==> src/rtl/pss_generator.sv <==
// pss_generator
//
// Transmit-side source for the NR primary synchronisation sequence. On a
// start request it emits the 127-sample BPSK PSS for the requested N_id_2
// as an AXI-stream of complex samples {Q, I}. The I component is
// +/-AMPLITUDE and the Q component is always zero.
//
// The sequence is the 7-bit m-sequence x(i+7) = x(i+4) ^ x(i), read out
// with a cyclic shift of 43*N_id_2. The shift is realised by clocking the
// LFSR forward 43*N_id_2 times (SKIP state) before the first beat is sent.
// Because the LFSR period is 127, this gives the same result as a modular
// index into the sequence.
//
// Ports
//   clk_i              clock
//   reset_ni           asynchronous active-low reset
//   start_i            single-cycle request, honoured only while idle
//   N_id_2_i           sector ID sampled with start_i (0..2 valid, 3 rejected)
//   m_axis_out_tdata   sample {Q, I}, both signed two's complement
//   m_axis_out_tvalid  sample valid
//   m_axis_out_tready  downstream ready
//   m_axis_out_tlast   high on sample 126
//   busy_o             high while skipping or sending
//   done_o             one-cycle pulse after the last handshake
//   error_o            one-cycle pulse when start_i arrives with N_id_2_i = 3
module pss_generator #(
    parameter int OUT_DW    = 32,
    parameter int AMPLITUDE = 2 ** (OUT_DW / 2 - 2),
    parameter int PSS_LEN   = 127
) (
    input  logic              clk_i,
    input  logic              reset_ni,
    input  logic              start_i,
    input  logic [1:0]        N_id_2_i,
    output logic [OUT_DW-1:0] m_axis_out_tdata,
    output logic              m_axis_out_tvalid,
    input  logic              m_axis_out_tready,
    output logic              m_axis_out_tlast,
    output logic              busy_o,
    output logic              done_o,
    output logic              error_o
);

    localparam int HALF_DW = OUT_DW / 2;
    localparam int Q_DW    = OUT_DW - HALF_DW;

    localparam logic [1:0] ST_IDLE = 2'd0;
    localparam logic [1:0] ST_SKIP = 2'd1;
    localparam logic [1:0] ST_SEND = 2'd2;

    // [x(6)..x(0)] seed; lfsr_q[0] always holds the current output bit x(i)
    localparam logic [6:0] LFSR_INIT = 7'b1110110;
    localparam logic [6:0] LAST_IDX  = 7'(PSS_LEN - 1);

    localparam logic [HALF_DW-1:0] AMP_POS = HALF_DW'(AMPLITUDE);
    localparam logic [HALF_DW-1:0] AMP_NEG = HALF_DW'(-AMPLITUDE);

    logic [1:0] state_q, state_d;
    logic [6:0] lfsr_q, lfsr_d;
    logic [6:0] skip_cnt_q, skip_cnt_d;
    logic [6:0] sample_cnt_q, sample_cnt_d;
    logic       done_q, done_d;
    logic       error_q, error_d;

    logic [6:0] lfsr_next;
    logic [6:0] skip_load;
    logic       handshake;
    logic [HALF_DW-1:0] sample_i;

    // Window shift: the new top bit is x(i+7) = x(i+4) ^ x(i)
    assign lfsr_next = {lfsr_q[4] ^ lfsr_q[0], lfsr_q[6:1]};
    assign handshake = (state_q == ST_SEND) && m_axis_out_tready;

    // Number of LFSR steps to skip for a cyclic shift of 43*N_id_2
    always_comb begin
        skip_load = 7'd0;
        case (N_id_2_i)
            2'd1:    skip_load = 7'd43;
            2'd2:    skip_load = 7'd86;
            default: skip_load = 7'd0;
        endcase
    end

    always_comb begin
        state_d      = state_q;
        lfsr_d       = lfsr_q;
        skip_cnt_d   = skip_cnt_q;
        sample_cnt_d = sample_cnt_q;
        done_d       = 1'b0;
        error_d      = 1'b0;

        case (state_q)
            ST_IDLE: begin
                lfsr_d       = LFSR_INIT;
                skip_cnt_d   = 7'd0;
                sample_cnt_d = 7'd0;
                if (start_i) begin
                    if (N_id_2_i == 2'd3) begin
                        error_d = 1'b1;
                    end else begin
                        skip_cnt_d = skip_load;
                        state_d    = (N_id_2_i == 2'd0) ? ST_SEND : ST_SKIP;
                    end
                end
            end

            // Leave on the last skip step so SEND sees a fully shifted LFSR
            ST_SKIP: begin
                lfsr_d     = lfsr_next;
                skip_cnt_d = skip_cnt_q - 7'd1;
                if (skip_cnt_q == 7'd1) begin
                    state_d = ST_SEND;
                end
            end

            ST_SEND: begin
                if (handshake) begin
                    if (sample_cnt_q == LAST_IDX) begin
                        state_d      = ST_IDLE;
                        done_d       = 1'b1;
                        lfsr_d       = LFSR_INIT;
                        sample_cnt_d = 7'd0;
                    end else begin
                        lfsr_d       = lfsr_next;
                        sample_cnt_d = sample_cnt_q + 7'd1;
                    end
                end
            end

            default: begin
                state_d = ST_IDLE;
            end
        endcase
    end

    always_ff @(posedge clk_i or negedge reset_ni) begin
        if (!reset_ni) begin
            state_q      <= ST_IDLE;
            lfsr_q       <= LFSR_INIT;
            skip_cnt_q   <= 7'd0;
            sample_cnt_q <= 7'd0;
            done_q       <= 1'b0;
            error_q      <= 1'b0;
        end else begin
            state_q      <= state_d;
            lfsr_q       <= lfsr_d;
            skip_cnt_q   <= skip_cnt_d;
            sample_cnt_q <= sample_cnt_d;
            done_q       <= done_d;
            error_q      <= error_d;
        end
    end

    // Outputs decode directly from flops so reset clears them without a clock.
    // tdata is forced to zero outside SEND so idle/skip cycles show no stale sample.
    assign sample_i          = lfsr_q[0] ? AMP_NEG : AMP_POS;
    assign m_axis_out_tvalid = (state_q == ST_SEND);
    assign m_axis_out_tlast  = (state_q == ST_SEND) && (sample_cnt_q == LAST_IDX);
    assign m_axis_out_tdata  = (state_q == ST_SEND) ? {{Q_DW{1'b0}}, sample_i} : '0;
    assign busy_o            = (state_q != ST_IDLE);
    assign done_o            = done_q;
    assign error_o           = error_q;

endmodule

==> config.mk <==
export PLATFORM = sky130hd
export DESIGN_NAME = pss_generator
export DESIGN_NICKNAME = d
export VERILOG_FILES = /design/src/rtl/pss_generator.sv
export SDC_FILE = /design/constraint.sdc
export NUM_CORES = 1
export LEC_CHECK = 0
export CORE_MARGIN = 4
export CORE_UTILIZATION = 53
export CTS_CLUSTER_SIZE = 40
export DETAILED_ROUTE_END_ITERATION = 8
export GPL_TIMING_DRIVEN = 0
export PLACE_DENSITY = 0.85
export SYNTH_ARGS = -nofsm -noshare
export SYNTH_HDL_FRONTEND = slang
export SYNTH_SLANG_ARGS = --single-unit
==> constraint.sdc <==
create_clock -name clk_i -period 3.55 [get_ports clk_i]
set_clock_uncertainty 0.05 [all_clocks]
set_input_delay 0.5325 -clock clk_i [delete_from_list [all_inputs] [get_ports clk_i]]
set_output_delay 0.5325 -clock clk_i [all_outputs]
set_load 0.01 [all_outputs]
# == Yosys cells after proc, flatten, opt, wreduce, memory -nomap -nowiden ==
# Cells that the tools add are included.
# totals
input_bits,6
out_inout_bits,37
ff_bits,25
elab_cells,57
# op_classes
n_addsub,2
mux,25
eq_ne,12
bitwise_logic,1
n_reduce_logical,11
# op_table
op,count
$mux 7,6
$pmux 7 s2,3
$mux 16,2
$pmux 7 s3,1
$mux 2,6
$add 7x1->7 const B,1
$eq 7x1->1 const B,1
$eq 7x7->1 const B,1
$sub 7x1->7 const B,1
$eq 2x2->1 const B,3
$mux 1,6
$ne 2x2->1 const B,3
$pmux 2 s3,1
$reduce_bool 2->1,3
$reduce_and 5->1,1
$eq 2x1->1 const B,2
$logic_not 2->1,2
$ne 2x1->1 const B,2
$reduce_and 2->1,2
$reduce_bool 3->1,1
$logic_and 1x1->1,2
$xor 1x1->1,1

# == Depth between registers and ports, before layout ==
# Gate-level depths: netlist (run 1).
# depth
depth_word,5
depth_mapped,7
depth_no_buf,6

# == Worst setup path after synthesis (run 1) ==
# Ideal clock, no wire load.
# synth_path
path_type,register to output
from,reg state_q[0]
to,out m_axis_out_tlast
required_ps,2967
path_stages_with_launch,6
slack_ps,1489
t_arrival_ps,1478
path_buffers,2
path_cell_list,dfrtp_1 inv_1 ha_1 buf_2 clkbuf_1 and2_1
# synth_between
elab_chain_len,2
# synth_lines
item,line,text
start: declaration,58,"logic [1:0] state_q, state_d;"
start signal: assignment,145,state_q <= state_d;
$eq 2x2->1,--,
named net m_axis_out_tvalid,36,"output logic m_axis_out_tvalid,"
$logic_and 1x1->1,158,assign m_axis_out_tlast = (state_q == ST_SEND) && (sample_cnt_q == LAST_IDX);
end: declaration,38,"output logic m_axis_out_tlast,"
# The timed path passes the listed nets, and every way through them passes these cells.

# == Worst setup path in the final report (run 1) ==
# layout_path
from,reg state_q[0]
to,out m_axis_out_tlast
# layout_between
elab_chain_len,2
# layout_lines
item,line
$eq 2x2->1,158
$logic_and 1x1->1,158
# No other way between the ends.

==> reports/qor.txt, run 1 <==
post-CTS setup repair buffer count: 0
initial DRC count: 82
Die ar.: 4330 µm²
P_leak: 0.00106 µW
Top Metal Used: met4
Die W: 65.8 µm
Max Fclk: 0.319 GHz
Worst Hold Depth: 2
Yosys reg bits: 25
most common cell in the synthesized netlist: buf_4
critical path required time: 2.97 ns
Cell Area, Synth: 1770 µm²
GRT overflow: 0
initial antenna violation count: 0
pre-CTS WS: 0.768 ns
Yosys warning count: 0
Critical R2R Launch: state_q[0]
total of max-cap violations: 0
Longest Clk Path Bufs: 2
Critical Path Start: state_q[0]
worst-skew pair later-pin latency: 0.32 ns
Initial Utilization: 56.6%
Slew @ Worst Pin: 1.10 ns
Setup WS post-layout: 0.420 ns
Reg2Reg Depth: 6
overall die height: 65.8 µm
fin util: 66.7%
sequential share of the synthesized area: 35.7%
number of nets in the layout: 258
H-tree Lvls: 1
Remaining DRCs: 0
share of cells above drive strength 1: 20.9%
ant diodes: 0
dpl hpwl: 2480 µm
final worst-path cycle share: 88.2%
Crit path arrival time: 2.55 ns
Syn Inst Count: 194
total CTS buffers: 3
final setup fails: 0
PD cells: 643 nW/µm²
Synth cell types: 42
Slew HR: 26.4%
WL/cell: 11.0 µm
WL met2: 1650 µm
Detailed Route WL: 3110 µm
RSZ-0062 raised after global routing: no
startpoint types: flip-flop
Area growth syn-to-layout: 17.7%
CTS root buffer: clkbuf_4
average cell area after synthesis: 9.13 µm²
hold_ws: 0.458 ns
Final Hold Fails: 0
CTS tree: yes
Reg clk slew, reported paths: 0.15 ns
largest net degree at the start of global routing: 26
top cells by area, synth: dfrtp_1 28%, buf_4 13%, ha_1 8.5%, dfstp_2 7.4%, o21ai_0 5.6%
total core area: 3130 µm²
HP Class: flip-flop to flip-flop
Post-synth EDFFs: 0
Synth area leader: dfrtp_1
drt first pass iters: 4
placed cells: 279
vias: 1,374
Fillers: 285
asr flop ratio synth: 100%
endpoint kind of the worst setup timing path: primary output
Post-Route M1 WL: 1290 µm
number of global-route vias before repair: 1,234
area share of the largest cell type after synthesis: 28.2%
Post-CTS Resized: 0
port bufs: 12
Hold Path Origin: lfsr_q[5]
gpl congestion: 0.855
drt via density: 4.86
Antenna Nets Post-Route: 0
hold buffers post-CTS: 0
first-pass GRT wire length: 5310 µm
Slew Viols, Final: 0
GRT Util Overall: 15.4%
Cell Rows: 20
CP Max Fanout: 10
status: finished clean
critical path class: flip-flop to primary output
commonest cells in the netlist: 31 x buf_4, 20 x dfrtp_1, 20 x o21ai_0
maximum VDD drop: 531 µV
Finished Layout Cells: 283
fin crit period: 3.13 ns
Met3 Wirelength: 159 µm
clock sinks: 25
ys flop type: dfrtp_1
setup TNS: 0 ns
IO Count: 43
[worst max-delay path, cell delays in order (launching register included)]
cell and delay (ns):
dfrtp_1 0.43, inv_1 0.12, ha_1 0.33, buf_2 0.27, clkbuf_1 0.37, and2_1 0.19, clkdlybuf4s50_1 0.52
[layer usage]
metal	vias to the layer above	GRT usage, %
met4	0	2.33
met2	35	28.9
met5	-	0
met3	2	3.40
met1	642	18.0
li1	695	-
[state kept, by name (all words and copies together), names as in the netlist]
name	count
error_o	1
done_o	1
lfsr_q	7
sample_cnt_q	7
skip_cnt_q	7
state_q	2
[cell type report]
cell class | instances | area (µm²) | area share [%]
Inverter | 14 | 52.6 | 2.52
Buffer | 37 | 264 | 12.7
Tap cell | 44 | 55.1 | 2.64
Clock inverter | 1 | 7.51 | 0.360
Sequential cell | 25 | 632 | 30.3
Clock buffer | 3 | 22.5 | 1.08
Timing Repair Buffer | 12 | 120 | 5.76
Multi-Input combinational cell | 147 | 932 | 44.7
[through the flow]
step	area, µm²	power, µW
after global routing	2090	1480
after CTS	2090	1360
after floorplan	1880	1030
after detailed placement	2060	1220
after global placement	2060	1190
final	2090	1340
[power breakdown]
| group | internal (µW) | leakage [µW] | switching, µW |
|---|---|---|---|
| Sequential | 404 | 0.000314 | 87.6 |
| Clock | 43.0 | 0.0000139 | 88.7 |
| Combinational | 325 | 0.000732 | 394 |
[layout by cell type, fill, tap and decap left out, drive strengths merged, types with 2 or more instances in the layout]
cell           Yosys  routed
buf               34      34
conb               1      30
o21ai             23      23
dfrtp             20      20
inv               14      14
nand2             12      12
ha                12      12
clkdlybuf4s50      0      12
nor2              11      11
a21oi             10      10
and3               7       7
clkbuf             3       6
a22o               5       5
xor2               5       5
mux2i              5       5
dfstp              5       5
a31o               3       3
and2               2       2
nor3b              2       2
a32o               2       2
or3                2       2
nand4              2       2
a21o               2       2
[cell families (layout without fill, tap and decap cells)]
group                    count (synthesis)  count (layout)  synth area share (%)
AO/OA/AOI/OAI                           52              52                  20.1
XOR/XNOR                                 6               6                  2.97
adder cells (fa/ha/maj)                 12              12                  8.47
buffers and inverters                   51              67                  17.9
flip-flops                              25              25                  35.7
multiplexers                             5               5                  2.82
other                                    1              30                 0.212
AND/OR/NAND/NOR                         42              42                  11.9
[final timing paths]
path                               endpoint  slack [ns]
max                        m_axis_out_tlast        0.42
min in group asynchronous   sample_cnt_q[5]        0.73
min                               lfsr_q[4]        0.46
max reg2reg                 sample_cnt_q[6]        1.65
min reg2reg                       lfsr_q[4]        0.46
max in group asynchronous     skip_cnt_q[2]        2.05
Note: power is estimated with default switching activity, not from simulation.
==> run 2, diff against run 1 <==
--- a/config.mk
+++ b/config.mk
@@ -7,3 +7,2 @@
 export LEC_CHECK = 0
-export CORE_MARGIN = 4
 export CORE_UTILIZATION = 53
--- a/constraint.sdc
+++ b/constraint.sdc
@@ -4,2 +4,2 @@
 set_output_delay 0.5325 -clock clk_i [all_outputs]
-set_load 0.01 [all_outputs]
+set_load 0.02 [all_outputs]
==> reports/qor.txt, run 2 (synthesis results as in run 1) <==
Fillers: 266 (-6.7%)
largest net degree at the start of global routing: 26 (unchanged)
Met3 Wirelength: 136 µm (-14%)
Clk pwr share: 9.3% (-0.5 points)
setup TNS: 0 ns (unchanged)
final worst-path cycle share: 90.2% (+2.0 points)
P_leak: 0.00106 µW (about the same)
initial DRC count: 50 (-39%)
Final Hold Fails: 0 (unchanged)
Post-CTS Resized: 0 (unchanged)
Die W: 59.8 µm (-9.1%)
Critical R2R Launch: state_q[0]
Die ar.: 3580 µm² (-17%)
vias: 1,359 (-1.1%)
Reg clk slew, reported paths: 0.13 ns (-0.02 ns)
CTS tree: yes
CP max stage cell: clkdlybuf4s50_1
Crit path arrival time: 2.62 ns (+0.07 ns)
total core area: 3100 µm² (-0.80%)
WL/cell: 10.7 µm (-2.8%)
H-tree Lvls: 1 (unchanged)
total of max-cap violations: 0 (unchanged)
Antenna Nets Post-Route: 0 (unchanged)
drt via density: 4.80 (-1.1%)
first-pass GRT wire length: 5210 µm (-1.8%)
commonest non-fill, non-tap cell in the layout: buf_4
Reg2Reg Depth: 5 (-1)
gpl congestion: 0.844 (-1.3%)
CP cell instances: inv_1 -> ha_1 -> buf_2 -> clkbuf_1 -> and2_1 -> clkdlybuf4s50_1
GRT Util Overall: 18.9% (+3.5 points)
fin crit period: 3.20 ns (+0.0702 ns)
hold buffers post-CTS: 0 (unchanged)
post-CTS setup repair buffer count: 0 (unchanged)
status: finished clean
RSZ-0062 raised after global routing: no
Psw: 600 µW (+5.3%)
Detailed Route WL: 3030 µm (-2.8%)
Slew Viols, Final: 0 (unchanged)
CP Max Fanout: 10 (unchanged)
Area growth syn-to-layout: 17.5%
Hold Path Origin: lfsr_q[3]
clock sinks: 25 (unchanged)
hold_ws: 0.460 ns (+0.00158 ns)
CP top delay family: buffers and inverters
Sw Ratio: 43.7% (+1.2 points)
Remaining DRCs: 0 (unchanged)
WHS Endpoint: lfsr_q[3]
GRT overflow: 0 (unchanged)
IO Count: 43 (unchanged)
critical path required time: 2.97 ns (about the same)
Cell Rows: 20 (unchanged)
R2R setup slack: 1.67 ns (+0.02 ns)
worst-skew pair later-pin latency: 0.31 ns (about the same)
initial antenna violation count: 0 (unchanged)
reg-to-reg critical path endpoint: done_o
Top Metal Used: met4
overall die height: 59.8 µm (-9.1%)
share of cells above drive strength 1: 20.5% (-0.42 points)
number of global-route vias before repair: 1,155 (-6.4%)
Internal: 773 µW (+0.18%)
CTS root buffer: clkbuf_4
drt first pass iters: 4 (unchanged)
endpoint kind of the worst setup timing path: primary output
Post-Route M1 WL: 1430 µm (+10%)
startpoint types: flip-flop
maximum VDD drop: 518 µV (-2.5%)
critical path class: flip-flop to primary output
dpl hpwl: 2300 µm (-7.4%)
final setup fails: 0 (unchanged)
total CTS buffers: 3 (unchanged)
Longest Clk Path Bufs: 2 (unchanged)
biggest regs: lfsr_q (7), sample_cnt_q (7), skip_cnt_q (7)
commonest cells after routing, fill and taps aside: 31 x buf_4, 30 x conb_1, 20 x o21ai_0, 20 x dfrtp_1, 14 x inv_1
number of nets in the layout: 258 (unchanged)
Worst Hold Depth: 1 (-1)
Slew HR: 27.6% (+1.2 points)
ant diodes: 0 (unchanged)
WP buf/inv: 4 (unchanged)
Initial Utilization: 57.1% (+0.46 points)
HP Class: flip-flop to flip-flop
power share of the combinational group: 54.6% (+1.1 points)
WL met2: 1450 µm (-12%)
port bufs: 12 (unchanged)
Slew @ Worst Pin: 1.08 ns (-0.0174 ns)
CP max stage delay: 0.59 ns (+0.07 ns)
Reg power frac: 36.2% (-0.5 points)
PD cells: 660 nW/µm² (+2.5%)
Max Fclk: 0.312 GHz (-2.2%)
[run 2: worst register-to-register path, stage by stage (launching register included)]
cell and delay (ns):
dfrtp_1 0.43, inv_1 0.12, ha_1 0.32, buf_2 0.28, clkbuf_1 0.39, and3_2 0.26
[run 2: layout make-up]
type | count | area, µm² | share of cell area (%)
Timing Repair Buffer | 12 | 120 | 5.77
Multi-Input combinational cell | 147 | 932 | 44.8
Sequential cell | 25 | 632 | 30.3
Buffer | 37 | 264 | 12.7
Tap cell | 44 | 55.1 | 2.64
Inverter | 14 | 52.6 | 2.52
Clock buffer | 4 | 26.3 | 1.26
[run 2: power by group through the flow]
stage / Sequential, µW / Clock [µW] / Combinational [µW]
3_5_place_dp: 499 / 0 / 746
4_1_cts: 494 / 132 / 750
5_1_grt: 510 / 142 / 843
2_1_floorplan: 473 / 0 / 589
6_report: 497 / 127 / 749
3_3_place_gp: 492 / 0 / 730
[run 2: how the worst max path moves through the flow]
stage / start / to / slack (ns) / depth (start not counted)
finish: state_q[0] / m_axis_out_tlast / 0.35 / 6
floorplan: state_q[0] / m_axis_out_tlast / 1.34 / 5
global route: state_q[0] / m_axis_out_tlast / 0.16 / 6
global placement: state_q[0] / m_axis_out_tlast / 0.76 / 6
CTS: state_q[0] / m_axis_out_tlast / 0.36 / 6
detailed placement: state_q[0] / m_axis_out_tlast / 0.73 / 6
[run 2: routing by layer]
layer / global-route usage, % / vias up
met3: 3.90 / 2
met2: 31.9 / 40
met1: 25.7 / 623
li1: - / 694
met5: 0 / -
met4: 2.33 / 0
[run 2: through the flow]
stage	power, µW	worst slack, ns	utilization [%]	cells	cell area, µm²
finish	1370	0.350	67.1	283	2080
CTS	1380	0.356	67.1	283	2080
global route	1500	0.158	67.1	283	2080
detailed placement	1250	0.730	66.3	279	2060
global placement	1220	0.757	66.3	279	2060
floorplan	1060	1.34	-	223	1880
==> run 3, diff against run 2 <==
Settings changed: HOLD_SLACK_MARGIN set to 0.08.
==> results of run 3 <==
No change in the layout: final DEF, timing and power equal those of run 2.
